--- src/rtl/mem_port_arbiter_if.sv ---
// mem_port_arbiter_if: requester, shared-memory and status signals of mem_port_arbiter.
interface mem_port_arbiter_if #(
    parameter int ADDR_WIDTH = 32,
    parameter int DATA_WIDTH = 32
);
    logic                      instr_req_i;
    logic [ADDR_WIDTH-1:0]     instr_addr_i;
    logic                      instr_gnt_o;
    logic                      instr_rvalid_o;
    logic [DATA_WIDTH-1:0]     instr_rdata_o;
    logic                      data_req_i;
    logic [ADDR_WIDTH-1:0]     data_addr_i;
    logic                      data_we_i;
    logic [DATA_WIDTH/8-1:0]   data_be_i;
    logic [DATA_WIDTH-1:0]     data_wdata_i;
    logic                      data_gnt_o;
    logic                      data_rvalid_o;
    logic [DATA_WIDTH-1:0]     data_rdata_o;
    logic                      data_err_o;
    logic                      mem_req_o;
    logic [ADDR_WIDTH-1:0]     mem_addr_o;
    logic                      mem_we_o;
    logic [DATA_WIDTH/8-1:0]   mem_be_o;
    logic [DATA_WIDTH-1:0]     mem_wdata_o;
    logic                      mem_gnt_i;
    logic                      mem_rvalid_i;
    logic [DATA_WIDTH-1:0]     mem_rdata_i;
    logic                      mem_err_i;
    logic                      busy_o;
    logic                      spurious_rvalid_o;
    modport slave (
        input  instr_req_i, instr_addr_i, data_req_i, data_addr_i, data_we_i, data_be_i, data_wdata_i,
               mem_gnt_i, mem_rvalid_i, mem_rdata_i, mem_err_i,
        output instr_gnt_o, instr_rvalid_o, instr_rdata_o, data_gnt_o, data_rvalid_o, data_rdata_o,
               data_err_o, mem_req_o, mem_addr_o, mem_we_o, mem_be_o, mem_wdata_o, busy_o, spurious_rvalid_o
    );
    modport master (
        output instr_req_i, instr_addr_i, data_req_i, data_addr_i, data_we_i, data_be_i, data_wdata_i,
               mem_gnt_i, mem_rvalid_i, mem_rdata_i, mem_err_i,
        input  instr_gnt_o, instr_rvalid_o, instr_rdata_o, data_gnt_o, data_rvalid_o, data_rdata_o,
               data_err_o, mem_req_o, mem_addr_o, mem_we_o, mem_be_o, mem_wdata_o, busy_o, spurious_rvalid_o
    );
endinterface

--- src/rtl/mem_port_arbiter.sv ---
// mem_port_arbiter: shares one in-order memory port between instr fetch and LSU, routing responses by grant order.
// Define ARB_ROUND_ROBIN_EN for round-robin arbitration; otherwise data has fixed priority over instr.
module mem_port_arbiter #(
    parameter int ADDR_WIDTH      = 32,
    parameter int DATA_WIDTH      = 32,
    parameter int MAX_OUTSTANDING = 2
) (
    input  logic              clk_i,
    input  logic              rst_ni,
    mem_port_arbiter_if.slave bus
);
    typedef enum logic {IDLE, WAIT_GNT} state_e;
    localparam int BE_W = DATA_WIDTH / 8;
    state_e                     state_q, state_d;
    logic                       owner_q, owner_d;
    logic [MAX_OUTSTANDING-1:0] fifo_q, fifo_d;
    logic [2:0]                 count_q, count_d;
    logic                       spurious_q, spurious_d;
    logic                       sel, mreq, full, empty, xfer, pop;
    logic [ADDR_WIDTH-1:0]      addr_sel;
`ifdef ARB_ROUND_ROBIN_EN
    logic                       last_q, last_d;
`endif
    // sel: 0 = instr, 1 = data; fifo bit 0 is the owner of the oldest outstanding transaction
    always_comb begin
        full  = count_q == 3'(MAX_OUTSTANDING);
        empty = count_q == 3'd0;
`ifdef ARB_ROUND_ROBIN_EN
        sel = state_q == WAIT_GNT ? owner_q :
              (bus.instr_req_i & bus.data_req_i) ? ~last_q : bus.data_req_i;
        last_d = xfer ? sel : last_q;
`else
        sel = state_q == WAIT_GNT ? owner_q : bus.data_req_i;
`endif
        mreq     = rst_ni & ~full & (sel ? bus.data_req_i : bus.instr_req_i);
        xfer     = mreq & bus.mem_gnt_i;
        pop      = rst_ni & bus.mem_rvalid_i & ~empty;
        addr_sel = sel ? bus.data_addr_i : bus.instr_addr_i;
        bus.mem_req_o      = mreq;
        bus.mem_addr_o     = addr_sel;
        bus.mem_we_o       = sel & bus.data_we_i;
        bus.mem_be_o       = sel ? bus.data_be_i : {BE_W{1'b1}};
        bus.mem_wdata_o    = sel ? bus.data_wdata_i : {DATA_WIDTH{1'b0}};
        bus.instr_gnt_o    = xfer & ~sel;
        bus.data_gnt_o     = xfer & sel;
        bus.instr_rvalid_o = pop & ~fifo_q[0];
        bus.data_rvalid_o  = pop & fifo_q[0];
        bus.data_err_o     = pop & fifo_q[0] & bus.mem_err_i;
        bus.instr_rdata_o  = bus.mem_rdata_i;
        bus.data_rdata_o   = bus.mem_rdata_i;
        bus.busy_o         = ~empty | bus.instr_req_i | bus.data_req_i;
        bus.spurious_rvalid_o = spurious_q;
        state_d    = (mreq & ~bus.mem_gnt_i) ? WAIT_GNT : IDLE;
        owner_d    = sel;
        count_d    = count_q + {2'b0, xfer} - {2'b0, pop};
        spurious_d = spurious_q | (bus.mem_rvalid_i & empty);
        fifo_d     = pop ? fifo_q >> 1 : fifo_q;
        for (int i = 0; i < MAX_OUTSTANDING; i++)
            if (xfer && 3'(i) == count_q - {2'b0, pop}) fifo_d[i] = sel;
    end
    always_ff @(posedge clk_i) begin
        if (!rst_ni) begin
            state_q    <= IDLE;
            owner_q    <= 1'b0;
            fifo_q     <= '0;
            count_q    <= 3'd0;
            spurious_q <= 1'b0;
`ifdef ARB_ROUND_ROBIN_EN
            last_q     <= 1'b0;
`endif
        end else begin
            state_q    <= state_d;
            owner_q    <= owner_d;
            fifo_q     <= fifo_d;
            count_q    <= count_d;
            spurious_q <= spurious_d;
`ifdef ARB_ROUND_ROBIN_EN
            last_q     <= last_d;
`endif
        end
    end
endmodule

--- src/flat_wrapper.sv ---
// flat-port wrapper written by rule: the top's interface ports become plain ports
module mem_port_arbiter_flat 
#(
    parameter int ADDR_WIDTH      = 32,
    parameter int DATA_WIDTH      = 32,
    parameter int MAX_OUTSTANDING = 2
)
  (clk_i, rst_ni, bus_instr_req_i, bus_instr_addr_i, bus_data_req_i, bus_data_addr_i, bus_data_we_i, bus_data_be_i, bus_data_wdata_i, bus_mem_gnt_i, bus_mem_rvalid_i, bus_mem_rdata_i, bus_mem_err_i, bus_instr_gnt_o, bus_instr_rvalid_o, bus_instr_rdata_o, bus_data_gnt_o, bus_data_rvalid_o, bus_data_rdata_o, bus_data_err_o, bus_mem_req_o, bus_mem_addr_o, bus_mem_we_o, bus_mem_be_o, bus_mem_wdata_o, bus_busy_o, bus_spurious_rvalid_o);
  mem_port_arbiter_if #(.ADDR_WIDTH(ADDR_WIDTH), .DATA_WIDTH(DATA_WIDTH)) bus_i ();
  input  logic clk_i;
  input  logic rst_ni;
  input wire logic [$bits(bus_i.instr_req_i)-1:0] bus_instr_req_i;
  input wire logic [$bits(bus_i.instr_addr_i)-1:0] bus_instr_addr_i;
  input wire logic [$bits(bus_i.data_req_i)-1:0] bus_data_req_i;
  input wire logic [$bits(bus_i.data_addr_i)-1:0] bus_data_addr_i;
  input wire logic [$bits(bus_i.data_we_i)-1:0] bus_data_we_i;
  input wire logic [$bits(bus_i.data_be_i)-1:0] bus_data_be_i;
  input wire logic [$bits(bus_i.data_wdata_i)-1:0] bus_data_wdata_i;
  input wire logic [$bits(bus_i.mem_gnt_i)-1:0] bus_mem_gnt_i;
  input wire logic [$bits(bus_i.mem_rvalid_i)-1:0] bus_mem_rvalid_i;
  input wire logic [$bits(bus_i.mem_rdata_i)-1:0] bus_mem_rdata_i;
  input wire logic [$bits(bus_i.mem_err_i)-1:0] bus_mem_err_i;
  output wire logic [$bits(bus_i.instr_gnt_o)-1:0] bus_instr_gnt_o;
  output wire logic [$bits(bus_i.instr_rvalid_o)-1:0] bus_instr_rvalid_o;
  output wire logic [$bits(bus_i.instr_rdata_o)-1:0] bus_instr_rdata_o;
  output wire logic [$bits(bus_i.data_gnt_o)-1:0] bus_data_gnt_o;
  output wire logic [$bits(bus_i.data_rvalid_o)-1:0] bus_data_rvalid_o;
  output wire logic [$bits(bus_i.data_rdata_o)-1:0] bus_data_rdata_o;
  output wire logic [$bits(bus_i.data_err_o)-1:0] bus_data_err_o;
  output wire logic [$bits(bus_i.mem_req_o)-1:0] bus_mem_req_o;
  output wire logic [$bits(bus_i.mem_addr_o)-1:0] bus_mem_addr_o;
  output wire logic [$bits(bus_i.mem_we_o)-1:0] bus_mem_we_o;
  output wire logic [$bits(bus_i.mem_be_o)-1:0] bus_mem_be_o;
  output wire logic [$bits(bus_i.mem_wdata_o)-1:0] bus_mem_wdata_o;
  output wire logic [$bits(bus_i.busy_o)-1:0] bus_busy_o;
  output wire logic [$bits(bus_i.spurious_rvalid_o)-1:0] bus_spurious_rvalid_o;
  assign bus_i.instr_req_i = bus_instr_req_i;
  assign bus_i.instr_addr_i = bus_instr_addr_i;
  assign bus_i.data_req_i = bus_data_req_i;
  assign bus_i.data_addr_i = bus_data_addr_i;
  assign bus_i.data_we_i = bus_data_we_i;
  assign bus_i.data_be_i = bus_data_be_i;
  assign bus_i.data_wdata_i = bus_data_wdata_i;
  assign bus_i.mem_gnt_i = bus_mem_gnt_i;
  assign bus_i.mem_rvalid_i = bus_mem_rvalid_i;
  assign bus_i.mem_rdata_i = bus_mem_rdata_i;
  assign bus_i.mem_err_i = bus_mem_err_i;
  assign bus_instr_gnt_o = bus_i.instr_gnt_o;
  assign bus_instr_rvalid_o = bus_i.instr_rvalid_o;
  assign bus_instr_rdata_o = bus_i.instr_rdata_o;
  assign bus_data_gnt_o = bus_i.data_gnt_o;
  assign bus_data_rvalid_o = bus_i.data_rvalid_o;
  assign bus_data_rdata_o = bus_i.data_rdata_o;
  assign bus_data_err_o = bus_i.data_err_o;
  assign bus_mem_req_o = bus_i.mem_req_o;
  assign bus_mem_addr_o = bus_i.mem_addr_o;
  assign bus_mem_we_o = bus_i.mem_we_o;
  assign bus_mem_be_o = bus_i.mem_be_o;
  assign bus_mem_wdata_o = bus_i.mem_wdata_o;
  assign bus_busy_o = bus_i.busy_o;
  assign bus_spurious_rvalid_o = bus_i.spurious_rvalid_o;
  mem_port_arbiter #(.ADDR_WIDTH(ADDR_WIDTH), .DATA_WIDTH(DATA_WIDTH), .MAX_OUTSTANDING(MAX_OUTSTANDING)) u_core (.clk_i(clk_i), .rst_ni(rst_ni), .bus(bus_i));
endmodule
--- config.mk ---
export PLATFORM = sky130hd
export DESIGN_NAME = mem_port_arbiter_flat
export DESIGN_NICKNAME = d
export VERILOG_FILES = /design/src/rtl/mem_port_arbiter_if.sv /design/src/rtl/mem_port_arbiter.sv /design/src/flat_wrapper.sv
export SDC_FILE = /design/constraint.sdc
export NUM_CORES = 1
export LEC_CHECK = 0
export CAP_MARGIN = 0
export CELL_PAD_IN_SITES_DETAIL_PLACEMENT = 1
export CELL_PAD_IN_SITES_GLOBAL_PLACEMENT = 1
export CORE_AREA = 2 2 116 118
export CTS_CLUSTER_SIZE = 25
export DETAILED_ROUTE_END_ITERATION = 7
export DIE_AREA = 0 0 118 120
export HOLD_SLACK_MARGIN = 0.02
export PLACE_DENSITY_LB_ADDON = 0.1
export RECOVER_POWER = 100
export SLEW_MARGIN = 0
export SYNTH_ARGS = -nofsm -noshare
export SYNTH_HDL_FRONTEND = slang
export SYNTH_SLANG_ARGS = --single-unit
--- constraint.sdc ---
create_clock -name clk_i -period 5.81 [get_ports clk_i]
set_input_delay 1.4525 -clock clk_i [delete_from_list [all_inputs] [get_ports clk_i]]
set_output_delay 1.4525 -clock clk_i [all_outputs]
set_load 0.02 [all_outputs]
After elaboration in Yosys (flattened, before gate mapping)
Index checks and enable logic that the tools add are counted.

storage, ports and cells
  memories kept = 0
  memory bits (writable) = 0
  ROM bits = 0
  output and inout bits = 141
  input port bits = 140
  bits in latches = 0
  bits in registers = 8

cells by class
  add/sub/neg operators = 3
  bitwise gates (word level) = 21
  equality and inequality tests = 2
  multipliers = 0
  divide/modulo/power cells = 0
  multiplexer cells = 9
  shift-type cells = 0
  $lt $le $gt $ge = 0
  reductions and logical operators = 6

operator list
  kind                                                             number
  32-bit two-way mux                                               2
  1-bit bitwise AND                                                13
  3-bit logical NOT                                                2
  3-bit by 1-bit subtractor with 3-bit output                      2
  1-bit two-way mux                                                5
  1-bit NOT                                                        5
  4-bit two-way mux                                                1
  2-bit nonzero test                                               2
  3-bit by 1-bit adder with 3-bit output                           1
  1-bit by 3-bit == test with 1-bit output, first input constant   1
  3-bit by 2-bit == test with 1-bit output, second input constant  1
  1-bit OR                                                         3
  1-bit logical AND                                                2
  2-bit two-way mux                                                1

Longest topological paths before layout
Gate-level depths: netlist (run 1).

  depth in word-level cells = 7
  mapped depth = 10

Least setup slack after synthesis (run 1)
Ideal clock, no wire load.

  path type = input to output
  from = in bus_data_req_i
  to = out bus_mem_addr_o[10]
  cell stages on the path = 3
  slack = 1,906 ps
  data required time = 4,358 ps
  path buffers = 1
  data arrival time = 2,452 ps
  cell sequence = mux2i_2 buf_4 mux2_1

on the way
  longest elaborated chain between the ends = 2

RTL lines
  element             RTL line                source
  from (decl)         flat_wrapper.sv:14      input wire logic [$bits(bus_i.data_req_i)-1:0] bus_data_req_i;
  1-bit two-way mux   mem_port_arbiter.sv:33  sel = state_q == WAIT_GNT ? owner_q : bus.data_req_i;
  32-bit two-way mux  mem_port_arbiter.sv:38  addr_sel = sel ? bus.data_addr_i : bus.instr_addr_i;
  to (decl)           flat_wrapper.sv:31      output wire logic [$bits(bus_i.mem_addr_o)-1:0] bus_mem_addr_o;

Every way passes these cells.

Worst setup path after layout (run 1)
  from = in bus_data_req_i
  to = out bus_instr_gnt_o

on the way
  longest elaborated chain between the ends = 5
  elaborated cells between the ends (all ways) = 6

RTL lines
  element                RTL line                source
  1-bit two-way mux      mem_port_arbiter.sv:33
  1-bit two-way mux      mem_port_arbiter.sv:35  mreq = rst_ni & ~full & (sel ? bus.data_req_i : bus.instr_req_i);
  1-bit bitwise AND      mem_port_arbiter.sv:35
  1-bit bitwise AND      mem_port_arbiter.sv:36  xfer = mreq & bus.mem_gnt_i;
  1-bit bitwise AND (*)  mem_port_arbiter.sv:44  bus.instr_gnt_o = xfer & ~sel;
  to (decl)              flat_wrapper.sv:23      output wire logic [$bits(bus_i.instr_gnt_o)-1:0] bus_instr_gnt_o;

Mark *: on every way between the ends. The rest lies on a longest branch, timed or not.

==> results of run 1 <==
## routing by layer
metal	track usage, %	vias to the layer above
li1	-	807
met1	10.86	774
met5	0	-
met2	16.24	122
met3	3.565	14
met4	1.883	0
## layout by cell type, fill, tap and decap left out, types with 2 or more instances in the layout
cell type,instances
mux2_2,2
dlygate4sd3_1,79
ha_1,2
nor2b_1,36
nor2_1,7
nand2_1,4
mux2i_4,2
clkdlybuf4s50_1,105
mux2_1,32
or2_1,4
clkbuf_16,3
dfxtp_1,8
xnor2_1,3
inv_1,4
nor3_1,3
and2_1,3
## where the power goes
group,internal (mW),switching (mW),total (mW)
sequential,0.0666,0.0175,0.0840
clock,0.0887,0.0259,0.115
combinational,0.189,0.155,0.344
## cell families after synthesis
logic type | share of synthesized area (%)
simple gates | 22.74
buf+inv | 32.93
flops | 9.734
fa+ha+maj | 2.737
mux | 27.00
compound gates | 3.270
xor+xnor | 1.597
## worst max-delay path, stage by stage
cell and delay [ps]:
dlygate4sd3_1 630, mux2_1 360, o211ai_1 340, clkinv_1 180, and2_1 190, dlygate4sd3_1 650
## final timing paths
path                                startpoint                      endpoint  cells past startpoint
setup / recovery                bus_data_req_i               bus_instr_gnt_o                      6
hold / removal    u_core.bus.spurious_rvalid_o  u_core.bus.spurious_rvalid_o                      2
setup reg to reg             u_core.count_q[1]              u_core.fifo_q[1]                      7
hold reg to reg   u_core.bus.spurious_rvalid_o  u_core.bus.spurious_rvalid_o                      2
## state kept, by name, indices dropped and copies added (netlist names)
signal	flops
u_core.bus.spurious_rvalid_o	1
u_core.state_q	1
u_core.count_q	3
u_core.fifo_q	2
u_core.owner_q	1
## cell usage after synthesis
| cell | n |
|---|---|
| mux2i_4 | 1 |
| mux2i_2 | 1 |
| nor3_1 | 2 |
| and2_1 | 3 |
| o211a_1 | 1 |
| nand2_1 | 4 |
| mux2_4 | 1 |
| fa_1 | 1 |
| nor3_2 | 1 |
| and2_2 | 1 |
| nand4_1 | 1 |
| or3b_1 | 1 |
| nor2_1 | 7 |
| inv_2 | 1 |
| o311ai_2 | 1 |
| buf_4 | 67 |
| ha_1 | 2 |
| o211ai_2 | 1 |
| inv_1 | 4 |
| and3_1 | 1 |
| xnor2_1 | 3 |
| o311a_1 | 1 |
| nor2b_1 | 36 |
| a21oi_1 | 1 |
| nand3b_1 | 1 |
| dfxtp_1 | 8 |
| and3_2 | 1 |
| mux2_1 | 32 |
| mux2i_1 | 1 |
| buf_2 | 1 |
| or2_1 | 4 |
| clkbuf_1 | 4 |
| mux2_2 | 2 |
## cell type report
cell class,count,area share (%)
tap,176,6.733
multi-input combinational,112,28.58
sequential,8,4.897
clock buffer,3,2.295
inverter,5,0.5738
timing repair buffer,185,56.92
==> reports/qor_table.md, run 1 <==
| Metric | Reported | Unit |
|---|---|---|
| Core Area | 12980 | µm² |
| Main area contributors after synthesis | buf_4 (31%), mux2_1 (22%), nor2b_1 (14%) | - |
| Y dimension of the die | 120 | µm |
| Non-filler cells, final | 489 | - |
| Timing-limited maximum frequency | 190.6 | MHz |
| Sum of met3 wire segment lengths after detailed routing | 749 | µm |
| Total global routing track utilization | 9.308 | % |
| Max clock buf depth | 2 | - |
| Final hold violations | 0 | - |
| Worst EP arrival | 3790 | ps |
| Fraction of final layout cells with drive strength greater than 1 | 3.514 | % |
| Max-slew violations | 0 | - |
| TritonCTS clock tree | built | - |
| Total non-filler cell area in the finished layout | 3271 | µm² |
| H-Tree Level Count | 1 | - |
| Worst Setup Start Kind | input pin | - |
| Cell chosen for the clock root | clkbuf_16 | - |
| Post-route clock skew | 1.116 | ps |
| Start-to-end type of the worst setup path | input pin to output pin | - |
| Clock sink count | 8 | - |
| Detailed router's first-iteration violation count | 22 | - |
| Reported max-cap violation count | 0 | - |
| FF/Latch Area | 160.2 | µm² |
| Flop and latch count out of synthesis | 8 | - |
| Floorplan row count | 42 | - |
| Syn avg cell area | 8.352 | µm² |
| Cell count after synthesis | 197 | - |
| Core utilization of the finished layout | 25.20 | % |
| Run status | completed | - |
| Final number of setup-violating endpoints | 0 | - |
| # fillers | 1546 | - |
| Placer congestion estimate | 0.7109 | - |
| Remaining DRCs | 0 | - |
| Growth of design area from synthesis to finish | 98.78 | % |
| Final Cycle Share | 90.30 | % |
| Worst VDD drop | 0.1039 | mV |
| Detailed-route wire length per cell | 14.06 | µm |
| Overflow left after global routing | 0 | - |
| Final sum of negative setup slack | 0 | ps |
| Leak pwr | 1.283 | nW |
| Total number of nets in the final design | 458 | - |
| Least-Margin Pin Slew | 1131 | ps |
| Setup repair after global routing missed its margin | false | - |
| Clock latency of the later-clocked register in the worst-skew pair | 230 | ps |
| Endpoint kind of the worst setup timing path | output pin | - |
| Largest net degree at the start of global routing | 74 | - |
| Largest area contributor in the netlist | buf_4 | - |
| Hold buffer count at CTS | 0 | - |
| Time the worst path needs with I/O delays and setup | 5247 | ps |
| DR pass1 iterations | 3 | - |
| Total area of multi-input combinational cells | 934.6 | µm² |
| Die Span X | 118 | µm |
| DR top layer | met4 | - |
| Clock transition at the registers of the reported paths | 40 | ps |
| Resized Gates After CTS | 0 | - |
| HPWL reported at the end of detailed placement | 5797 | µm |
| Setup WS pre-CTS | 856.9 | ps |
| Count of yosys warnings during synthesis | 0 | - |
| Buffers added on ports | 184 | - |
| Hold Crit Class | register to register | - |
| I/O pin total | 281 | - |
| Number of clock buffers inserted by TritonCTS | 3 | - |
| Total Routed Length | 6877 | µm |
| Placed Instance Area | 3213 | µm² |
| Length of routed wiring on met1 | 2577 | µm |
| Cell area after synthesis | 1645 | µm² |
| Buffers inserted by post-CTS timing repair | 0 | - |
| Mean number of vias per cell | 3.511 | - |
| Required time at the endpoint of the critical path | 4360 | ps |
| Reg-to-reg slack, setup | 3120 | ps |
| Top cell type's share of synthesized area | 30.57 | % |
| Ratio of total power to cell area | 165.8 | nW/µm² |
| # diodes | 0 | - |
| Post-synthesis net count | 340 | - |
| Post-route antenna net violation count | 0 | - |
| Initial antenna violation count | 0 | - |
| Initial standard-cell utilization of the core | 12.68 | % |
| Post-synthesis sequential area ratio | 9.734 | % |
| Normalized max-slew margin | 23.66 | % |
| Number of vias after detailed routing | 1717 | - |
| Post-route total power | 0.5424 | mW |
| Yosys cell types | 33 | - |
| Critical path peak fanout | 4 | - |
| Post-placement cell count | 486 | - |
| Final Worst Setup Slack | 563.3 | ps |
| Number of global-route vias before repair | 1742 | - |
| Met2 WL post-DR | 3482 | µm |
| Final hold slack | 497.0 | ps |
| Die area | 14160 | µm² |
| Wire length of the first global-routing pass | 10480 | µm |
(Power assumes the default switching activity.)
==> run 2, diff against run 1 <==
Settings changed: SETUP_SLACK_MARGIN set to 0.1.
==> results of run 2 <==
Same layout as run 1: the final DEF is identical, and so are final timing and power.
